### config.mk
export PLATFORM = sky130hd
export DESIGN_NAME = midi_msg_parser
export DESIGN_NICKNAME = d
export VERILOG_FILES = /design/src/rtl/midi_msg_parser.sv
export SDC_FILE = /design/constraint.sdc
export NUM_CORES = 1
export LEC_CHECK = 0
export CAP_MARGIN = 25
export CORE_ASPECT_RATIO = 0.9
export CORE_MARGIN = 1.5
export CORE_UTILIZATION = 25
export CTS_CLUSTER_DIAMETER = 100
export CTS_CLUSTER_SIZE = 40
export DETAILED_ROUTE_END_ITERATION = 8
export GPL_TIMING_DRIVEN = 0
export PLACE_DENSITY_LB_ADDON = 0.1
export SYNTH_ARGS = -nofsm -noshare
export SYNTH_HDL_FRONTEND = slang
export SYNTH_SLANG_ARGS = --single-unit
### constraint.sdc
create_clock -name clk_in -period 6.2 [get_ports clk_in]
set_clock_uncertainty 0.05 [all_clocks]
set_input_delay 0.62 -clock clk_in [delete_from_list [all_inputs] [get_ports clk_in]]
set_output_delay 0.62 -clock clk_in [all_outputs]
set_load 0.01 [all_outputs]
### src/rtl/midi_msg_parser.sv
// midi_msg_parser: MIDI byte-stream parser with channel filter and show-ahead message FIFO.
// Define MIDI_RUNNING_STATUS_EN to enable running status.
module midi_msg_parser #(
  parameter int FIFO_DEPTH = 4,
  parameter bit VEL0_IS_OFF = 1'b1
) (
  input  logic                          clk_in,
  input  logic                          rst_in,
  input  logic                          byte_valid_in,
  input  logic [7:0]                    byte_in,
  input  logic [15:0]                   channel_mask_in,
  output logic                          msg_valid_out,
  input  logic                          msg_ready_in,
  output logic [7:0]                    msg_status_out,
  output logic [6:0]                    msg_data1_out,
  output logic [6:0]                    msg_data2_out,
  output logic [1:0]                    msg_len_out,
  output logic [$clog2(FIFO_DEPTH):0]   fifo_count_out,
  output logic [7:0]                    drop_count_out
);
`ifdef MIDI_RUNNING_STATUS_EN
  localparam bit RS_EN = 1'b1;
`else
  localparam bit RS_EN = 1'b0;
`endif
  localparam int AW = $clog2(FIFO_DEPTH);
  typedef enum logic [1:0] {IDLE, WAIT_D1, WAIT_D2, SYSEX} state_t;
  state_t state, state_nx;
  logic [7:0] status_r, status_nx;
  logic [6:0] d1_r, d1_nx;
  logic rs_valid, rs_nx;
  logic emit;
  logic [7:0] e_status, fin_status;
  logic [6:0] e_d1, e_d2;
  logic [1:0] e_len, need;
  logic voice, push_req, push, pop, full, drop;
  logic [23:0] mem [FIFO_DEPTH];
  logic [23:0] head;
  logic [AW:0] wr_ptr, rd_ptr;

  function automatic logic [1:0] len_of(input logic [7:0] s);
    return (s[7:4] == 4'hC || s[7:4] == 4'hD || s == 8'hF1 || s == 8'hF3) ? 2'd1 :
           (s == 8'hF6) ? 2'd0 : 2'd2;
  endfunction

  assign need = len_of(status_r);

  always_comb begin
    state_nx = state;
    status_nx = status_r;
    d1_nx = d1_r;
    rs_nx = rs_valid;
    emit = 1'b0;
    e_status = status_r;
    e_d1 = 7'd0;
    e_d2 = 7'd0;
    e_len = 2'd0;
    if (byte_valid_in) begin
      if (byte_in >= 8'hF8) begin
        emit = 1'b1;
        e_status = byte_in;
      end else if (byte_in[7]) begin
        status_nx = byte_in;
        rs_nx = RS_EN && byte_in < 8'hF0;
        if (byte_in == 8'hF0) state_nx = SYSEX;
        else if (byte_in == 8'hF4 || byte_in == 8'hF5 || byte_in == 8'hF7) state_nx = IDLE;
        else if (byte_in == 8'hF6) begin
          state_nx = IDLE;
          emit = 1'b1;
          e_status = byte_in;
        end else state_nx = WAIT_D1;
      end else if (state == WAIT_D2 ||
                   ((state == WAIT_D1 || (state == IDLE && rs_valid)) && need == 2'd1)) begin
        emit = 1'b1;
        e_d1 = state == WAIT_D2 ? d1_r : byte_in[6:0];
        e_d2 = state == WAIT_D2 ? byte_in[6:0] : 7'd0;
        e_len = need;
        state_nx = rs_valid ? WAIT_D1 : IDLE;
      end else if (state == WAIT_D1 || (state == IDLE && rs_valid)) begin
        d1_nx = byte_in[6:0];
        state_nx = WAIT_D2;
      end
    end
  end

  always_ff @(posedge clk_in or posedge rst_in) begin
    if (rst_in) begin
      state <= IDLE;
      status_r <= 8'd0;
      d1_r <= 7'd0;
      rs_valid <= 1'b0;
    end else begin
      state <= state_nx;
      status_r <= status_nx;
      d1_r <= d1_nx;
      rs_valid <= rs_nx;
    end
  end

  // Note On with zero velocity is reported as Note Off when enabled
  assign voice = e_status < 8'hF0;
  assign fin_status = (VEL0_IS_OFF && e_status[7:4] == 4'h9 && e_len == 2'd2 && e_d2 == 7'd0) ?
                      {4'h8, e_status[3:0]} : e_status;
  assign push_req = emit && (!voice || channel_mask_in[e_status[3:0]]);
  assign fifo_count_out = wr_ptr - rd_ptr;
  assign msg_valid_out = fifo_count_out != '0;
  assign full = fifo_count_out == (AW+1)'(FIFO_DEPTH);
  assign pop = msg_valid_out && msg_ready_in;
  assign push = push_req && (!full || pop);
  assign drop = push_req && full && !pop;
  assign head = mem[rd_ptr[AW-1:0]];
  assign {msg_status_out, msg_data1_out, msg_data2_out, msg_len_out} = msg_valid_out ? head : '0;

  always_ff @(posedge clk_in)
    if (push) mem[wr_ptr[AW-1:0]] <= {fin_status, e_d1, e_d2, e_len};

  always_ff @(posedge clk_in or posedge rst_in) begin
    if (rst_in) begin
      wr_ptr <= '0;
      rd_ptr <= '0;
      drop_count_out <= 8'd0;
    end else begin
      if (push) wr_ptr <= wr_ptr + 1'b1;
      if (pop) rd_ptr <= rd_ptr + 1'b1;
      if (drop && drop_count_out != 8'hFF) drop_count_out <= drop_count_out + 8'd1;
    end
  end
endmodule

==> summary.md, run 1 <==
| Metric | Value |
|---|---|
| WL final | 14500 um |
| Period minus WS final | 4160 ps |
| Worst Hold Class | reg -> reg |
| Power Density | 435 nW/um2 |
| Max Slew Vio Count | 0 |
| Gr usage total | 12.7% |
| Area leader, netlist | edfxtp_1 |
| Non-filler cells, final | 797 |
| Syn_nets | 434 |
| Startpoint types | input pin |
| Maximum VDD drop | 212 uV |
| Vias in the first global route | 3879 |
| Crit path DAT | 4150 ps |
| Initial antenna violation count | 0 |
| Count leader, synth | edfxtp_1 |
| P&R area growth vs syn | 28.3% |
| Post-CTS Setup Repair Bufs | 0 |
| Iteration-0 DRC Markers | 207 |
| Root Driver | clkbuf_16 |
| Cell count of the worst hold path | 1 |
| Core Region | 23200 um2 |
| DRT Pass-1 Iters | 5 |
| Synth async-reset ratio | 24.4% |
| Synth Instances | 398 |
| DRC viols | 0 |
| Clock tree buffer depth | 2 |
| Max FO, Critical Path | 24 |
| Fraction of layout cells with a size suffix above 1 | 19.6% |
| Number of synthesized flops with an enable pin | 96 |
| Total Die Area | 24500 um2 |
| Die Span Y | 149 um |
| Cts bufs inserted | 17 |
| Fin crit share | 67.2% |
| Yosys warns | 0 |
| Clk Latency, worst-skew pair | 420 ps |
| Filler cells | 2313 |
| Antenna-violating nets left | 0 |
| First-pass GRT wire length | 22600 um |
| HPWL after detailed placement | 9790 um |
| Critical Path Start | byte_in[4] |
| Worst EP required | 6190 ps |
| Starting density of the core | 25.3% |
| RSZ-0062 raised after global routing | no |
| GPL Wtd Cong | 0.760 |
| Primary FF master, synth | edfxtp_1 |
| Relative slew slack | 39.1% |
| Hold path start | drop_count_out[4]$_DFFE_PP0P_ |
| Worst slew pin tran | 914 ps |
| Largest net degree at the start of global routing | 25 |
| Setup-failing EPs final | 0 |
| Post-synth top cells | edfxtp_1 (96), dfrtp_1 (31), nand2_1 (31) |
| CTS tree | built |
| H-tree depth | 4 |
| Sink Count | 127 |
| Synth top area share | 49.0% |
| Synth area leaders | edfxtp_1 (49%), dfrtp_1 (13%), mux4_2 (9.2%) |
| Achievable clock frequency | 240 MHz |
| Tot Pwr | 3.28 mW |
| Die width | 165 um |
| # port buffers | 61 |
| Clock transition at the registers of the reported paths | 60 ps |
| CTS resizes | 0 |
| IO Count | 64 |
| Static Leak | 2.75 nW |
| Routed via count | 3637 |
| Synth Register Bits | 127 |
| Wire length per cell | 18.2 um |
| FF-to-FF Start | status_r[0]$_DFFE_PP0P_ |
| Final Hold Viols | 0 |
| Antenna cells | 0 |
| Row cnt | 53 |
| Total grt overflow | 0 |
| Crit end category | flop |
| Cells after DPL | 765 |
| CTS Hold Buffers Added | 0 |
| Fin Hold WS | 440 ps |
| Final nets | 518 |
| Unique cell type count in the Yosys netlist | 58 |
| Fin Setup TNS | 0 ps |
| Netlist Area Pre-Place | 5880 um2 |
| Crit Path Category | in -> reg |
| Syn_area_per_cell | 14.8 um2 |
| Flop-to-flop setup slack | 2720 ps |
| Util after Layout | 32.5% |
| FF-to-FF path depth | 8 |
| Status | complete, no violations |
| Max Cap Violations | 0 |
| Vias/cell | 4.56 |
| Sequential fraction of the synthesis area | 62.2% |
-- power by group --
part / internal (mW) / switching [mW]
clock network: 0.639 / 0.393
logic: 0.657 / 0.554
registers: 0.993 / 0.0477
-- layout by cell type (no fill, tap or decap), drive strengths merged, types with 4 or more instances in the layout --
cell / count
and2: 28
inv: 14
edfxtp: 96
mux2: 17
and3: 11
nand4: 6
xnor2: 4
clkdlybuf4s50: 61
nand2b: 6
nor2b: 5
mux4: 24
nor3: 8
dfrtp: 31
a21oi: 12
a31oi: 7
nand3: 11
xor2: 9
o21ai: 7
clkinv: 4
buf: 12
or2: 6
nor2: 5
ha: 7
nand2: 31
clkbuf: 29
-- routing by layer --
metal | global-route usage, % | up-vias | part of all wire (%)
li1 | - | 1694 | -
met1 | 16.7 | 1858 | 47
met2 | 20.5 | 74 | 48
met3 | 3.40 | 11 | 3.7
met4 | 3.51 | 0 | 0.58
met5 | 0 | - | 0
-- sequential cells by signal (all words and copies together), names as in the netlist --
signal          flops
drop_count_out      8
status_r            8
rd_ptr              3
mem                96
state               2
d1_r                7
wr_ptr              3
-- per-stage QoR --
step,setup slack (ps),instance area [um2]
after floorplan,2760,5880
after global placement,860,6870
after detailed placement,1540,6940
after CTS,1970,7550
after global routing,1780,7550
final,2040,7550
-- kinds of logic after synthesis --
logic type | after synthesis | share of synthesized area, %
simple gates | 130 | 12.8
flops | 127 | 62.2
compound gates | 48 | 6.15
mux | 43 | 12.8
buf+inv | 29 | 2.21
xor+xnor | 13 | 1.94
fa+ha+maj | 8 | 1.83
-- critical path, cell delays in order --
cell             delay [ps]
clkdlybuf4s50_1         650
and4_4                  280
buf_6                   130
o211a_1                 310
nor2_1                   70
a31oi_1                 570
or2_2                   270
a211oi_4                 80
nor3_2                  380
and2_2                  760
-- area by class of cell --
type                       count  area (um2)  area share, %
sequential                   127        3660           48.5
clock inverter                15         185           2.45
multi-input combinational    242        2100           27.8
timing repair buffer          65         672           8.90
tap                          302         378           5.01
inverter                       9        33.8          0.448
buffer                        20        96.3           1.28
clock buffer                  17         425           5.64
-- final timing paths --
kind | end
max | mem[1][8]$_DFFE_PP_
min | drop_count_out[4]$_DFFE_PP0P_
max reg2reg | mem[1][8]$_DFFE_PP_
min reg2reg | drop_count_out[4]$_DFFE_PP0P_
max in group asynchronous | d1_r[1]$_DFFE_PP0P_
min in group asynchronous | rd_ptr[2]$_DFFE_PP0P_
Power figures use the tool's default switching activity.
==> inputs of run 2 (changes only) <==
==> constraint.sdc (replaced) <==
create_clock -name clk_in -period 4.2 [get_ports clk_in]
set_clock_uncertainty 0.05 [all_clocks]
set_input_delay 0.42 -clock clk_in [delete_from_list [all_inputs] [get_ports clk_in]]
set_output_delay 0.42 -clock clk_in [all_outputs]
set_load 0.01 [all_outputs]
==> summary.md, run 2 (same netlist as run 1, synthesis figures left out) <==
| Metric | Value |
|---|---|
| CP max stage cell | and2_2 (unchanged) |
| Top layer in use | met4 (unchanged) |
| Slowest stage delay, CP | 750 ps (was 760 ps) |
| Filler cells | 2312 (was 2313) |
| Maximum VDD drop | 312 uV (was 212 uV) |
| Final Hold Viols | 0 (unchanged) |
| H-tree depth | 4 (unchanged) |
| Met2 wire length | 7000 um (about the same) |
| Crit Path Category | in -> reg (unchanged) |
| Clock tree buffer depth | 2 (unchanged) |
| Power Density | 642 nW/um2 (was 435 nW/um2) |
| Fin crit share | 94.0% |
| Antenna cells | 0 (unchanged) |
| Antenna-violating nets left | 0 (unchanged) |
| Post-CTS Setup Repair Bufs | 0 (unchanged) |
| Combinational power share | 36.9% (about the same) |
| IO Count | 64 (unchanged) |
| DRC viols | 0 (unchanged) |
| Sw Share | 30.3% (about the same) |
| Die width | 165 um (unchanged) |
| Achievable clock frequency | 253 MHz |
| Seq pwr share | 31.7% (about the same) |
| First-pass GRT wire length | 22600 um (unchanged) |
| Most frequent cells in the layout | edfxtp_1 (96), clkdlybuf4s50_1 (61), nand2_1 (31), dfrtp_1 (31), and2_1 (25) (unchanged) |
| Setup-failing EPs final | 0 (unchanged) |
| Placed instance area | 6940 um2 (unchanged) |
| Cts bufs inserted | 17 (unchanged) |
| Crit path DAT | 3940 ps (was 4150 ps) |
| RSZ-0062 raised after global routing | yes (was no) |
| Static Leak | 2.75 nW (about the same) |
| Worst EP required | 4190 ps (was 6190 ps) |
| GPL Wtd Cong | 0.760 (unchanged) |
| Final nets | 518 (unchanged) |
| Row cnt | 53 (unchanged) |
| WL final | 14500 um (about the same) |
| Clk Latency, worst-skew pair | 420 ps (about the same) |
| Status | complete, no violations (unchanged) |
| Crit end category | flop (unchanged) |
| Total Die Area | 24500 um2 (unchanged) |
| Max FO, Critical Path | 24 (unchanged) |
| # port buffers | 61 (unchanged) |
| Startpoint types | input pin (unchanged) |
| Clock transition at the registers of the reported paths | 60 ps (about the same) |
| Max FFs per register | 96 (unchanged) |
| Core Region | 23200 um2 (unchanged) |
| Largest net degree at the start of global routing | 25 (unchanged) |
| Total grt overflow | 0 (unchanged) |
| Routed via count | 3637 (unchanged) |
| Fraction of layout cells with a size suffix above 1 | 19.6% (unchanged) |
| Final instance area | 7550 um2 (about the same) |
| Worst Hold Class | in -> async (was reg -> reg) |
| Gr usage total | 12.7% (unchanged) |
| Period minus WS final | 3950 ps |
| Crit path cell chain | clkdlybuf4s50_1 -> and4_4 -> buf_6 -> o211a_1 -> nor2_1 -> a31oi_1 -> or2_2 -> a211oi_4 -> nor3_2 -> and2_2 (unchanged) |
| Clock power share | 31.4% (about the same) |
| Most common cell after layout, fill and taps aside | edfxtp_1 (unchanged) |
| P&R area growth vs syn | 28.3% (about the same) |
| Pint | 3.38 mW (was 2.29 mW) |
| Wire length per cell | 18.2 um (about the same) |
| Initial antenna violation count | 0 (unchanged) |
| DRT Pass-1 Iters | 5 (unchanged) |
| CTS tree | built (unchanged) |
| Met3 wire length | 541 um (unchanged) |
| Max Slew Vio Count | 0 (unchanged) |
| Starting density of the core | 25.3% (unchanged) |
| Iteration-0 DRC Markers | 207 (unchanged) |
| Worst slew pin tran | 914 ps (about the same) |
| Max Cap Violations | 0 (unchanged) |
| Vias in the first global route | 3879 (unchanged) |
| Relative slew slack | 39.1% (unchanged) |
| Vias/cell | 4.56 (unchanged) |
| Tot Pwr | 4.85 mW (was 3.28 mW) |
| HPWL after detailed placement | 9790 um (unchanged) |
| Sink Count | 127 (unchanged) |
| Die Span Y | 149 um (unchanged) |
| WL met1 | 6840 um (was 6850 um) |
| Sw power | 1.47 mW (was 0.995 mW) |
| Root Driver | clkbuf_16 (unchanged) |
run 2: cell counts in the layout (fill, tap and decap cells not counted):
Identical to the previous run, type by type.
run 2: area by class of cell:
cell class                 count  area (um2)  share of cell area [%]
clock inverter                15         185                    2.45
sequential                   127        3660                    48.5
multi-input combinational    242        2100                    27.8
clock buffer                  17         425                    5.64
inverter                       9        33.8                   0.448
buffer                        20        96.3                    1.28
tap                          302         378                    5.01
timing repair buffer          65         672                    8.90
run 2: worst paths after layout:
path	from	end	slack, ps	cells past startpoint
hold reg to reg	drop_count_out[4]$_DFFE_PP0P_	drop_count_out[4]$_DFFE_PP0P_	440	1
setup / recovery	byte_in[4]	mem[0][8]$_DFFE_PP_	250	10
setup reg to reg	status_r[0]$_DFFE_PP0P_	mem[0][8]$_DFFE_PP_	730	8
max in group asynchronous	rst_in	d1_r[1]$_DFFE_PP0P_	3330	3
min in group clk_in	byte_in[2]	d1_r[2]$_DFFE_PP0P_	400	2
hold / removal	rst_in	rd_ptr[2]$_DFFE_PP0P_	270	2
run 2: metal layers:
| metal | vias up | GRT usage [%] |
|---|---|---|
| met3 | 11 | 3.40 |
| met2 | 74 | 20.5 |
| li1 | 1694 | - |
| met4 | 0 | 3.51 |
| met5 | - | 0 |
| met1 | 1858 | 16.7 |
run 2: power by group through the flow:
stage	Combinational [mW]	Sequential, mW	Clock, mW
2_1_floorplan	0.997	1.55	0
3_3_place_gp	1.82	1.56	0
3_5_place_dp	1.85	1.56	0
4_1_cts	1.85	1.54	1.56
5_1_grt	1.97	1.55	1.62
6_report	1.79	1.54	1.52
run 2: timing repair:
item	CTS	global route
setup endpoints to repair	0	24
hold buffers	0	0
resized for setup	0	1
run 2: through the flow:
stage,utilization (%),TNS [ps],hold WS (ps),worst slack [ps],cells
final,32.5,0,268,252,797
after global routing,32.5,-154,312,-9.61,797
after CTS,32.5,0,271,174,797
after detailed placement,29.9,-18390,427,-262,765
after global placement,29.6,-74590,423,-940,761
after floorplan,-,0,412,960,398
run 2: worst max-delay path: cells and delay by family:
family | cells | cell delay (ps)
buffers and inverters | 2 | 780
AO/OA/AOI/OAI | 3 | 960
AND/OR/NAND/NOR | 5 | 1760
